[src/rtl/temporizador_regressivo_pkg.sv]
// Shared definitions for the countdown timer: FSM encoding, BCD digit limits
// and the preset validity rule.
package temporizador_regressivo_pkg;

  typedef enum logic [1:0] {
    IDLE  = 2'd0,
    RUN   = 2'd1,
    PAUSE = 2'd2,
    ALARM = 2'd3
  } estado_t;

  localparam logic [3:0] BCD_MAX_UNIDADE  = 4'd9;
  localparam logic [3:0] BCD_MAX_DEZENA_S = 4'd5;

  // Digit positions inside the count array, least significant first.
  localparam int NUM_DIGITOS = 4;
  localparam int DIG_CS_U    = 0;
  localparam int DIG_CS_D    = 1;
  localparam int DIG_S_U     = 2;
  localparam int DIG_S_D     = 3;

  function automatic logic [3:0] max_digito(input int idx);
    return (idx == DIG_S_D) ? BCD_MAX_DEZENA_S : BCD_MAX_UNIDADE;
  endfunction

  function automatic logic preset_valido(input logic [3:0] cs_u,
                                         input logic [3:0] cs_d,
                                         input logic [3:0] s_u,
                                         input logic [3:0] s_d);
    return (cs_u <= BCD_MAX_UNIDADE) && (cs_d <= BCD_MAX_UNIDADE) &&
           (s_u <= BCD_MAX_UNIDADE) && (s_d <= BCD_MAX_DEZENA_S);
  endfunction

endpackage

[src/rtl/temporizador_regressivo_if.sv]
// Control, preset and status signals of the countdown timer; the timer is the
// slave, whoever drives load/start_stop and the preset is the master.
interface temporizador_regressivo_if;
  logic       load;
  logic       start_stop;
  logic [3:0] p_cs_unidade;
  logic [3:0] p_cs_dezena;
  logic [3:0] p_s_unidade;
  logic [3:0] p_s_dezena;
  logic [3:0] cs_unidade;
  logic [3:0] cs_dezena;
  logic [3:0] s_unidade;
  logic [3:0] s_dezena;
  logic       rodando;
  logic       alarme;
  logic       erro;

  modport master (
    output load, start_stop, p_cs_unidade, p_cs_dezena, p_s_unidade, p_s_dezena,
    input  cs_unidade, cs_dezena, s_unidade, s_dezena, rodando, alarme, erro
  );

  modport slave (
    input  load, start_stop, p_cs_unidade, p_cs_dezena, p_s_unidade, p_s_dezena,
    output cs_unidade, cs_dezena, s_unidade, s_dezena, rodando, alarme, erro
  );
endinterface

[src/rtl/decrementador_bcd.sv]
// One BCD digit of the countdown chain: subtracts borrow_in, wrapping 0 to
// MAX_DIGIT and raising borrow_out for the next digit up.
module decrementador_bcd
  import temporizador_regressivo_pkg::*;
#(
  parameter logic [3:0] MAX_DIGIT = BCD_MAX_UNIDADE
) (
  input  logic [3:0] digito,
  input  logic       borrow_in,
  output logic [3:0] digito_dec,
  output logic       borrow_out
);

  always_comb begin
    digito_dec = digito;
    borrow_out = 1'b0;
    if (borrow_in) begin
      if (digito == 4'd0) begin
        digito_dec = MAX_DIGIT;
        borrow_out = 1'b1;
      end else begin
        digito_dec = digito - 4'd1;
      end
    end
  end

endmodule

[src/rtl/temporizador_regressivo.sv]
// 100 Hz countdown timer (ss:cc in BCD) with run/pause control, preset
// validation and a fixed-length alarm pulse at expiry.
module temporizador_regressivo
  import temporizador_regressivo_pkg::*;
#(
  parameter int ALARM_TICKS = 300
) (
  input  logic                       clk_100hz,
  input  logic                       reset,
  temporizador_regressivo_if.slave   ctrl
);

  localparam int                 CNT_W      = $clog2(ALARM_TICKS + 1);
  localparam logic [CNT_W-1:0]   ALARM_LAST = CNT_W'(ALARM_TICKS - 1);

  estado_t          estado_reg, estado_next;
  logic [3:0]       digito_reg  [NUM_DIGITOS];
  logic [3:0]       digito_next [NUM_DIGITOS];
  logic [3:0]       digito_dec  [NUM_DIGITOS];
  logic [3:0]       preset      [NUM_DIGITOS];
  logic [NUM_DIGITOS:0] borrow;
  logic             erro_reg, erro_next;
  logic [CNT_W-1:0] alarme_cnt_reg, alarme_cnt_next;
  logic             preset_ok;
  logic             contagem_zero;
  logic             chega_zero;
  logic             alarme_fim;

  assign preset[DIG_CS_U] = ctrl.p_cs_unidade;
  assign preset[DIG_CS_D] = ctrl.p_cs_dezena;
  assign preset[DIG_S_U]  = ctrl.p_s_unidade;
  assign preset[DIG_S_D]  = ctrl.p_s_dezena;

  assign preset_ok = preset_valido(ctrl.p_cs_unidade, ctrl.p_cs_dezena,
                                   ctrl.p_s_unidade, ctrl.p_s_dezena);

  // The least significant digit always borrows: one centisecond per step.
  assign borrow[0] = 1'b1;

  generate
    for (genvar gi = 0; gi < NUM_DIGITOS; gi++) begin : g_digito
      decrementador_bcd #(
        .MAX_DIGIT (max_digito(gi))
      ) u_dec (
        .digito     (digito_reg[gi]),
        .borrow_in  (borrow[gi]),
        .digito_dec (digito_dec[gi]),
        .borrow_out (borrow[gi+1])
      );
    end
  endgenerate

  always_comb begin
    contagem_zero = 1'b1;
    chega_zero    = 1'b1;
    for (int i = 0; i < NUM_DIGITOS; i++) begin
      if (digito_reg[i] != 4'd0) contagem_zero = 1'b0;
      if (digito_dec[i] != 4'd0) chega_zero    = 1'b0;
    end
    // A borrow out of the top digit would mean a wrap below 00:00; treat it as expiry.
    if (borrow[NUM_DIGITOS]) chega_zero = 1'b1;
  end

  assign alarme_fim = (estado_reg == ALARM) && (alarme_cnt_reg == ALARM_LAST);

  always_comb begin
    estado_next     = estado_reg;
    erro_next       = erro_reg;
    alarme_cnt_next = (estado_reg == ALARM) ? alarme_cnt_reg + 1'b1 : '0;
    for (int i = 0; i < NUM_DIGITOS; i++) digito_next[i] = digito_reg[i];

    if (ctrl.load && (estado_reg != RUN)) begin
      if (preset_ok) begin
        for (int i = 0; i < NUM_DIGITOS; i++) digito_next[i] = preset[i];
        erro_next   = 1'b0;
        estado_next = IDLE;
      end else begin
        // Rejected preset only raises erro; the alarm timeout still runs.
        erro_next = 1'b1;
        if (alarme_fim) estado_next = IDLE;
      end
    end else begin
      unique case (estado_reg)
        IDLE: begin
          if (ctrl.start_stop && !contagem_zero) estado_next = RUN;
        end
        RUN: begin
          if (ctrl.start_stop) begin
            estado_next = PAUSE;
          end else if (chega_zero) begin
            for (int i = 0; i < NUM_DIGITOS; i++) digito_next[i] = 4'd0;
            estado_next = ALARM;
          end else begin
            for (int i = 0; i < NUM_DIGITOS; i++) digito_next[i] = digito_dec[i];
          end
        end
        PAUSE: begin
          if (ctrl.start_stop) estado_next = RUN;
        end
        ALARM: begin
          if (ctrl.start_stop || alarme_fim) estado_next = IDLE;
        end
      endcase
    end
  end

  always_ff @(posedge clk_100hz) begin
    if (reset) begin
      estado_reg     <= IDLE;
      erro_reg       <= 1'b0;
      alarme_cnt_reg <= '0;
      for (int i = 0; i < NUM_DIGITOS; i++) digito_reg[i] <= 4'd0;
    end else begin
      estado_reg     <= estado_next;
      erro_reg       <= erro_next;
      alarme_cnt_reg <= alarme_cnt_next;
      for (int i = 0; i < NUM_DIGITOS; i++) digito_reg[i] <= digito_next[i];
    end
  end

  assign ctrl.cs_unidade = digito_reg[DIG_CS_U];
  assign ctrl.cs_dezena  = digito_reg[DIG_CS_D];
  assign ctrl.s_unidade  = digito_reg[DIG_S_U];
  assign ctrl.s_dezena   = digito_reg[DIG_S_D];
  assign ctrl.rodando    = (estado_reg == RUN);
  assign ctrl.alarme     = (estado_reg == ALARM);
  assign ctrl.erro       = erro_reg;

endmodule

[src/flat_wrapper.sv]
// flat-port wrapper written by rule: the top's interface ports become plain ports
module temporizador_regressivo_flat import temporizador_regressivo_pkg::*;
#(
  parameter int ALARM_TICKS = 300
)
  (clk_100hz, reset, ctrl_load, ctrl_start_stop, ctrl_p_cs_unidade, ctrl_p_cs_dezena, ctrl_p_s_unidade, ctrl_p_s_dezena, ctrl_cs_unidade, ctrl_cs_dezena, ctrl_s_unidade, ctrl_s_dezena, ctrl_rodando, ctrl_alarme, ctrl_erro);
  temporizador_regressivo_if ctrl_i ();
  input  logic clk_100hz;
  input  logic reset;
  input wire logic [$bits(ctrl_i.load)-1:0] ctrl_load;
  input wire logic [$bits(ctrl_i.start_stop)-1:0] ctrl_start_stop;
  input wire logic [$bits(ctrl_i.p_cs_unidade)-1:0] ctrl_p_cs_unidade;
  input wire logic [$bits(ctrl_i.p_cs_dezena)-1:0] ctrl_p_cs_dezena;
  input wire logic [$bits(ctrl_i.p_s_unidade)-1:0] ctrl_p_s_unidade;
  input wire logic [$bits(ctrl_i.p_s_dezena)-1:0] ctrl_p_s_dezena;
  output wire logic [$bits(ctrl_i.cs_unidade)-1:0] ctrl_cs_unidade;
  output wire logic [$bits(ctrl_i.cs_dezena)-1:0] ctrl_cs_dezena;
  output wire logic [$bits(ctrl_i.s_unidade)-1:0] ctrl_s_unidade;
  output wire logic [$bits(ctrl_i.s_dezena)-1:0] ctrl_s_dezena;
  output wire logic [$bits(ctrl_i.rodando)-1:0] ctrl_rodando;
  output wire logic [$bits(ctrl_i.alarme)-1:0] ctrl_alarme;
  output wire logic [$bits(ctrl_i.erro)-1:0] ctrl_erro;
  assign ctrl_i.load = ctrl_load;
  assign ctrl_i.start_stop = ctrl_start_stop;
  assign ctrl_i.p_cs_unidade = ctrl_p_cs_unidade;
  assign ctrl_i.p_cs_dezena = ctrl_p_cs_dezena;
  assign ctrl_i.p_s_unidade = ctrl_p_s_unidade;
  assign ctrl_i.p_s_dezena = ctrl_p_s_dezena;
  assign ctrl_cs_unidade = ctrl_i.cs_unidade;
  assign ctrl_cs_dezena = ctrl_i.cs_dezena;
  assign ctrl_s_unidade = ctrl_i.s_unidade;
  assign ctrl_s_dezena = ctrl_i.s_dezena;
  assign ctrl_rodando = ctrl_i.rodando;
  assign ctrl_alarme = ctrl_i.alarme;
  assign ctrl_erro = ctrl_i.erro;
  temporizador_regressivo #(.ALARM_TICKS(ALARM_TICKS)) u_core (.clk_100hz(clk_100hz), .reset(reset), .ctrl(ctrl_i));
endmodule
[config.mk]
export PLATFORM = sky130hd
export DESIGN_NAME = temporizador_regressivo_flat
export DESIGN_NICKNAME = d
export VERILOG_FILES = /design/src/rtl/temporizador_regressivo_pkg.sv /design/src/rtl/temporizador_regressivo_if.sv /design/src/rtl/decrementador_bcd.sv /design/src/rtl/temporizador_regressivo.sv /design/src/flat_wrapper.sv
export SDC_FILE = /design/constraint.sdc
export NUM_CORES = 1
export LEC_CHECK = 0
export CAP_MARGIN = 0
export CORE_UTILIZATION = 54
export CTS_BUF_LIST = sky130_fd_sc_hd__clkbuf_16
export CTS_CLUSTER_SIZE = 10
export DETAILED_ROUTE_END_ITERATION = 8
export GPL_TIMING_DRIVEN = 0
export PLACE_DENSITY = 0.82
export SYNTH_ARGS = -nofsm -noshare
export SYNTH_HDL_FRONTEND = slang
export SYNTH_HIERARCHICAL = 1
export SYNTH_SLANG_ARGS = --single-unit
[constraint.sdc]
create_clock -name clk_100hz -period 11.4 [get_ports clk_100hz]
set_clock_uncertainty 0.2 [all_clocks]
set_input_delay 2.85 -clock clk_100hz [delete_from_list [all_inputs] [get_ports clk_100hz]]
set_output_delay 2.85 -clock clk_100hz [all_outputs]
set_load 0.005 [all_outputs]
**Word-level counts from Yosys, hierarchy flattened**

Memory sizes are Yosys's and may differ from the RTL's.
Cells that the tools add are included.

- Register bits: 12
- Latch bits: 0
- RAM bits: 16
- Bits in read-only memories: 0
- Input bits: 20
- Memories: 1

- Add/sub/neg operators: 5
- $mul: 0
- Divide/modulo/power cells: 0
- $lt $le $gt $ge: 4
- Eq/ne operators: 10
- Shifts and indexed selects: 0
- Muxes and demuxes: 45
- Bitwise gates (word level): 5
- Reduce and logical (&&, ||, !) cells: 23

Memory list:

| name | depth | width | rd ports | clocked after memory_dff | wr ports | line | RTL |
|---|---|---|---|---|---|---|---|
| u_core.digito_reg | 4 | 4 | 4 | 0 | 4 | temporizador_regressivo.sv:17 | `logic [3:0] digito_reg [NUM_DIGITOS];` |

Operators with widths:

| operator | number |
|---|---|
| 16-bit 2-to-1 mux | 5 |
| 4-bit 2-to-1 mux | 11 |
| 4-bit nonzero test | 8 |
| 1-bit 2-to-1 mux | 20 |
| 4-bit zero test | 4 |
| 2-bit 2-to-1 mux | 8 |
| 4-bit by 1-bit subtractor with 4-bit output (second input constant) | 4 |
| 4-bit less-or-equal comparator (second input constant) | 3 |
| 9-bit by 1-bit adder with 9-bit output (second input constant) | 1 |
| 9-bit equality test (second input constant) | 1 |
| 3-bit by 1-bit != test with 1-bit output (second input constant) | 3 |
| 2-bit one-hot mux with 4 select lines | 1 |
| 1-bit logical AND | 6 |
| 5-bit AND reduction | 1 |
| 2-bit equality test (second input constant) | 2 |
| 4-bit by 3-bit less-or-equal comparator with 1-bit output (second input constant) | 1 |
| 4-bit by 2-bit != test with 1-bit output (second input constant) | 1 |
| 1-bit bitwise OR | 4 |
| 3-bit by 2-bit != test with 1-bit output (second input constant) | 1 |
| 2-bit by 1-bit equality test with 1-bit output (second input constant) | 1 |
| 2-bit zero test | 1 |
| 2-bit by 1-bit != test with 1-bit output (second input constant) | 1 |
| 2-bit OR reduction | 1 |
| 1-bit zero test | 1 |
| 2 further kinds | 2 |

**Logic depth before layout (Yosys ltp)**

An unclocked memory read counts as a cell.

- Depth in word-level cells: 14
- Gate-level depth with buffers: 15

**Cells and area by module**

The synthesis kept the hierarchy.

Modules (own cells, without submodules):

| module | instances | cells each | area each (um^2) | sequential area each (um^2) |
|---|---|---|---|---|
| temporizador_regressivo | 1 | 152 | 1423.9 | 560.5 |
| decrementador_bcd (u_core.g_digito[0].u_dec ...) | 3 | 11 | 78.8 | 0.0 |
| decrementador_bcd (u_core.g_digito[3].u_dec) | 1 | 9 | 58.8 | 0.0 |

**Worst setup path after synthesis**

No wires, ideal clock.

- Path type: in2reg
- Start: in ctrl_p_cs_dezena[2]
- End: mem u_core.digito_reg[0][1]
- Library setup time: 138 ps
- Arrival time: 3772 ps
- Path slack: 7290 ps
- Cell stages on the path: 6
- Buffers on the path: 1
- Cell sequence: o21ai_0 -> and4_1 -> a21oi_4 -> buf_6 -> a221oi_2 -> nor3_2

RTL lines:

| what | line | RTL |
|---|---|---|
| from (decl) | flat_wrapper.sv:13 | `input wire logic [$bits(ctrl_i.p_cs_dezena)-1:0] ctrl_p_cs_dezena;` |
| to (decl) | temporizador_regressivo.sv:17 |  |

==> key figures <==
Status
  – Outcome: completed

Worst setup path
  – Worst Setup End Kind: flop
  – Arrival time worst endpoint: 4.63 ns
  – Worst reg-to-reg path cell count: 15
  – CP max FO: 10
  – Critical path class: in2reg
  – CP max stage cell: clkdlybuf4s50_1
  – Largest stage delay on the critical path: 0.44 ns
  – CP startpoint kind: input pin
  – Crit path cell chain: clkdlybuf4s50_1 > o21ai_0 > and4_1 > a21oi_4 > buf_6 > a221oi_2 > nor3_2
  – Critical Path RT: 11.33 ns

Synthesis
  – EDFF count, synth: 0
  – Prevailing post-synth register cell: dfxtp_1
  – Synth area leaders: dfxtp_1 (33%), a221oi_2 (7.9%), nor2_1 (7.2%), xor2_1 (5.6%), nor3_2 (5.2%)
  – Yosys cell types: 40
  – Mapped Area: 1719 um^2
  – Syn. warnings: 6
  – Syn Inst Count: 194
  – Sequential share of the synthesized area: 0.3261
  – Synth top area share: 0.3261
  – #FFs+latches synth: 28
  – FFs w/ async S/R, synth: 0
  – Avg Cell Area, Syn: 8.862 um^2
  – Synth area leader: dfxtp_1

Final layout
  – Largest register FFs: 16
  – Layout cells sized above 1: 0.1646
  – Filler cells: 233
  – Synth-to-layout area growth: 31.66%
  – Diodes inserted: 0
  – Final net count: 259
  – Register area: 560.5 um^2
  – Multi-input gate area: 1095 um^2

Placed design
  – Final HPWL DP: 3362 um
  – Gp weighted congestion: 0.8640
  – Pre-CTS setup slack: 6.506 ns
  – Port bufs: 38

Routing
  – Total iterations of the first detailed-routing run: 4
  – Vias: 1712
  – Via-to-Cell Ratio: 6.093
  – Post-route ant nets: 0
  – DRC Markers: 0
  – Total wire length: 4646 um
  – Routed length per instance: 16.53 um
  – Initial DRC count: 117

Global route
  – GR Util met3: 0.02418
  – Largest net degree at the start of global routing: 17
  – Met2 Use GR: 0.4828
  – Tot GR Track Use: 0.2882
  – Initial antenna violation count: 0
  – First-pass GRT wire length: 7486 um
  – GR peak layer: met2
  – Grt ovf: 0
  – Vias in the first global route: 1537
  – Grt met1 use: 0.3787

STA
  – Final slew viol count: 0
  – Unrepaired setup endpoints after global routing: false
  – Setup_tns: 0 ns
  – Setup ws final: 6.705 ns
  – Rel. slew slack: 0.3991
  – Slew @ Worst Pin: 0.8931 ns
  – # setup viols final: 0
  – Achievable clock frequency: 0.2130 GHz
  – Fin crit share: 0.4118
  – Worst Hold Slack: 0.2708 ns
  – Hold Fails Final Rpt: 0
  – Period minus WS final: 4.695 ns

Worst hold path
  – Hold Path Depth: 1
  – Hold crit path type: reg2reg

Clocking
  – Num CTS Buffers: 3
  – CTS clk-pin slew, worst paths: 0.07 ns
  – CTS tree: yes
  – Maximum buffer depth of the clock tree: 2
  – CTS sink count: 28
  – Postcts setup bufs: 0
  – Worst skew pair latency: 0.27 ns
  – Clock Tree Root: clkbuf_16
  – H-tree levels: 1
  – Post-CTS Resized: 0
  – CTS Hold Buffers Added: 0

Die
  – # rows: 20
  – CORE AREA: 3028 um^2
  – Die height: 58.43 um
  – Initial core utilization: 0.5678
  – Die Wd: 58.43 um
  – IO Pins: 39
  – Die ar.: 3413 um^2

Power
  – Worst ir drop on vdd: 0.00009695 V
  – Cell Pwr Density: 170.6 nW/um^2
  – Leakage: 0.8440 nW
  – Pwr Total: 386.3 uW

Flow run
  – Max-cap violations: 0
cell families (layout without fill, tap and decap cells):
kind of cell	Yosys count	in the layout	synth area share
simple gates	102	102	0.3494
compound gates	37	37	0.1994
flops	28	28	0.3261
xor+xnor	15	15	0.07642
buf+inv	10	52	0.03930
fa+ha+maj	1	1	0.007277
other cells	1	2	0.002181
cell usage after synthesis (all sizes together) (2+ instances only):
library cell / count
a21o: 4
a21oi: 4
a221oi: 16
and2: 2
and4: 2
buf: 5
clkbuf: 2
dfxtp: 28
inv: 3
nand2: 10
nand2b: 5
nand3: 6
nand4: 2
nor2: 33
nor3: 24
nor4: 11
o21ai: 8
or3: 2
or4b: 3
xnor2: 4
xor2: 11
worst max-delay path, delay by kind of cell:
family	cells	cell delay [ns]
buffers and inverters	2	0.62
AND/OR/NAND/NOR	2	0.50
AO/OA/AOI/OAI	3	0.65
placed cells by master (no fill, tap or decap), types with 3 or more instances in the layout:
master           instances
nor4_1                  11
clkbuf_16                3
buf_6                    3
or4b_1                   3
nor3_1                  14
nor2_1                  33
inv_1                    3
a21o_2                   4
dfxtp_1                 28
nand2_1                 10
o21ai_0                  7
clkdlybuf4s50_1         38
xor2_1                  11
a221oi_1                 7
a21oi_1                  3
nand3_1                  6
nand2b_4                 3
xnor2_1                  4
a221oi_2                 9
nor3_2                   9
where the power goes:
part	internal [mW]	switching [mW]	total, mW
sequential	0.108	0.0173	0.125
clock	0.0700	0.0356	0.106
combinational	0.0703	0.0851	0.155
total	0.248	0.138	0.386
metal layers:
| layer | routed length, um | share of wire |
|---|---|---|
| met3 | 322 | 0.069 |
| met1 | 1997 | 0.43 |
| met4 | 95 | 0.020 |
| met2 | 2230 | 0.48 |
| met5 | 0 | 0 |
final cells by class:
class                      instances  area share
buffer                             7     0.02488
timing repair buffer              38      0.1680
clock inverter                     1     0.01327
multi-input combinational        157      0.4837
sequential                        28      0.2477
clock buffer                       3     0.03317
inverter                           3    0.004975
tap                               44     0.02432
path summary, 6_finish.rpt:
kind	from	end	slack, ns
worst min register to register	u_core/alarme_cnt_reg[0]	u_core/alarme_cnt_reg[0]	0.27
worst min-delay path	u_core/alarme_cnt_reg[0]	u_core/alarme_cnt_reg[0]	0.27
worst max-delay path	ctrl_p_cs_dezena[1]	u_core/digito_reg[3][0]	6.71
worst max register to register	u_core/digito_reg[0][0]	u_core/digito_reg[3][0]	6.81
through the flow:
stage	util	area, um^2	instances
after floorplan	-	1723	195
after global placement	0.7128	2158	277
after detailed placement	0.7128	2158	277
after CTS	0.7475	2263	281
after global routing	0.7475	2263	281
final	0.7475	2263	281
Note: power is estimated with default switching activity, not from simulation.
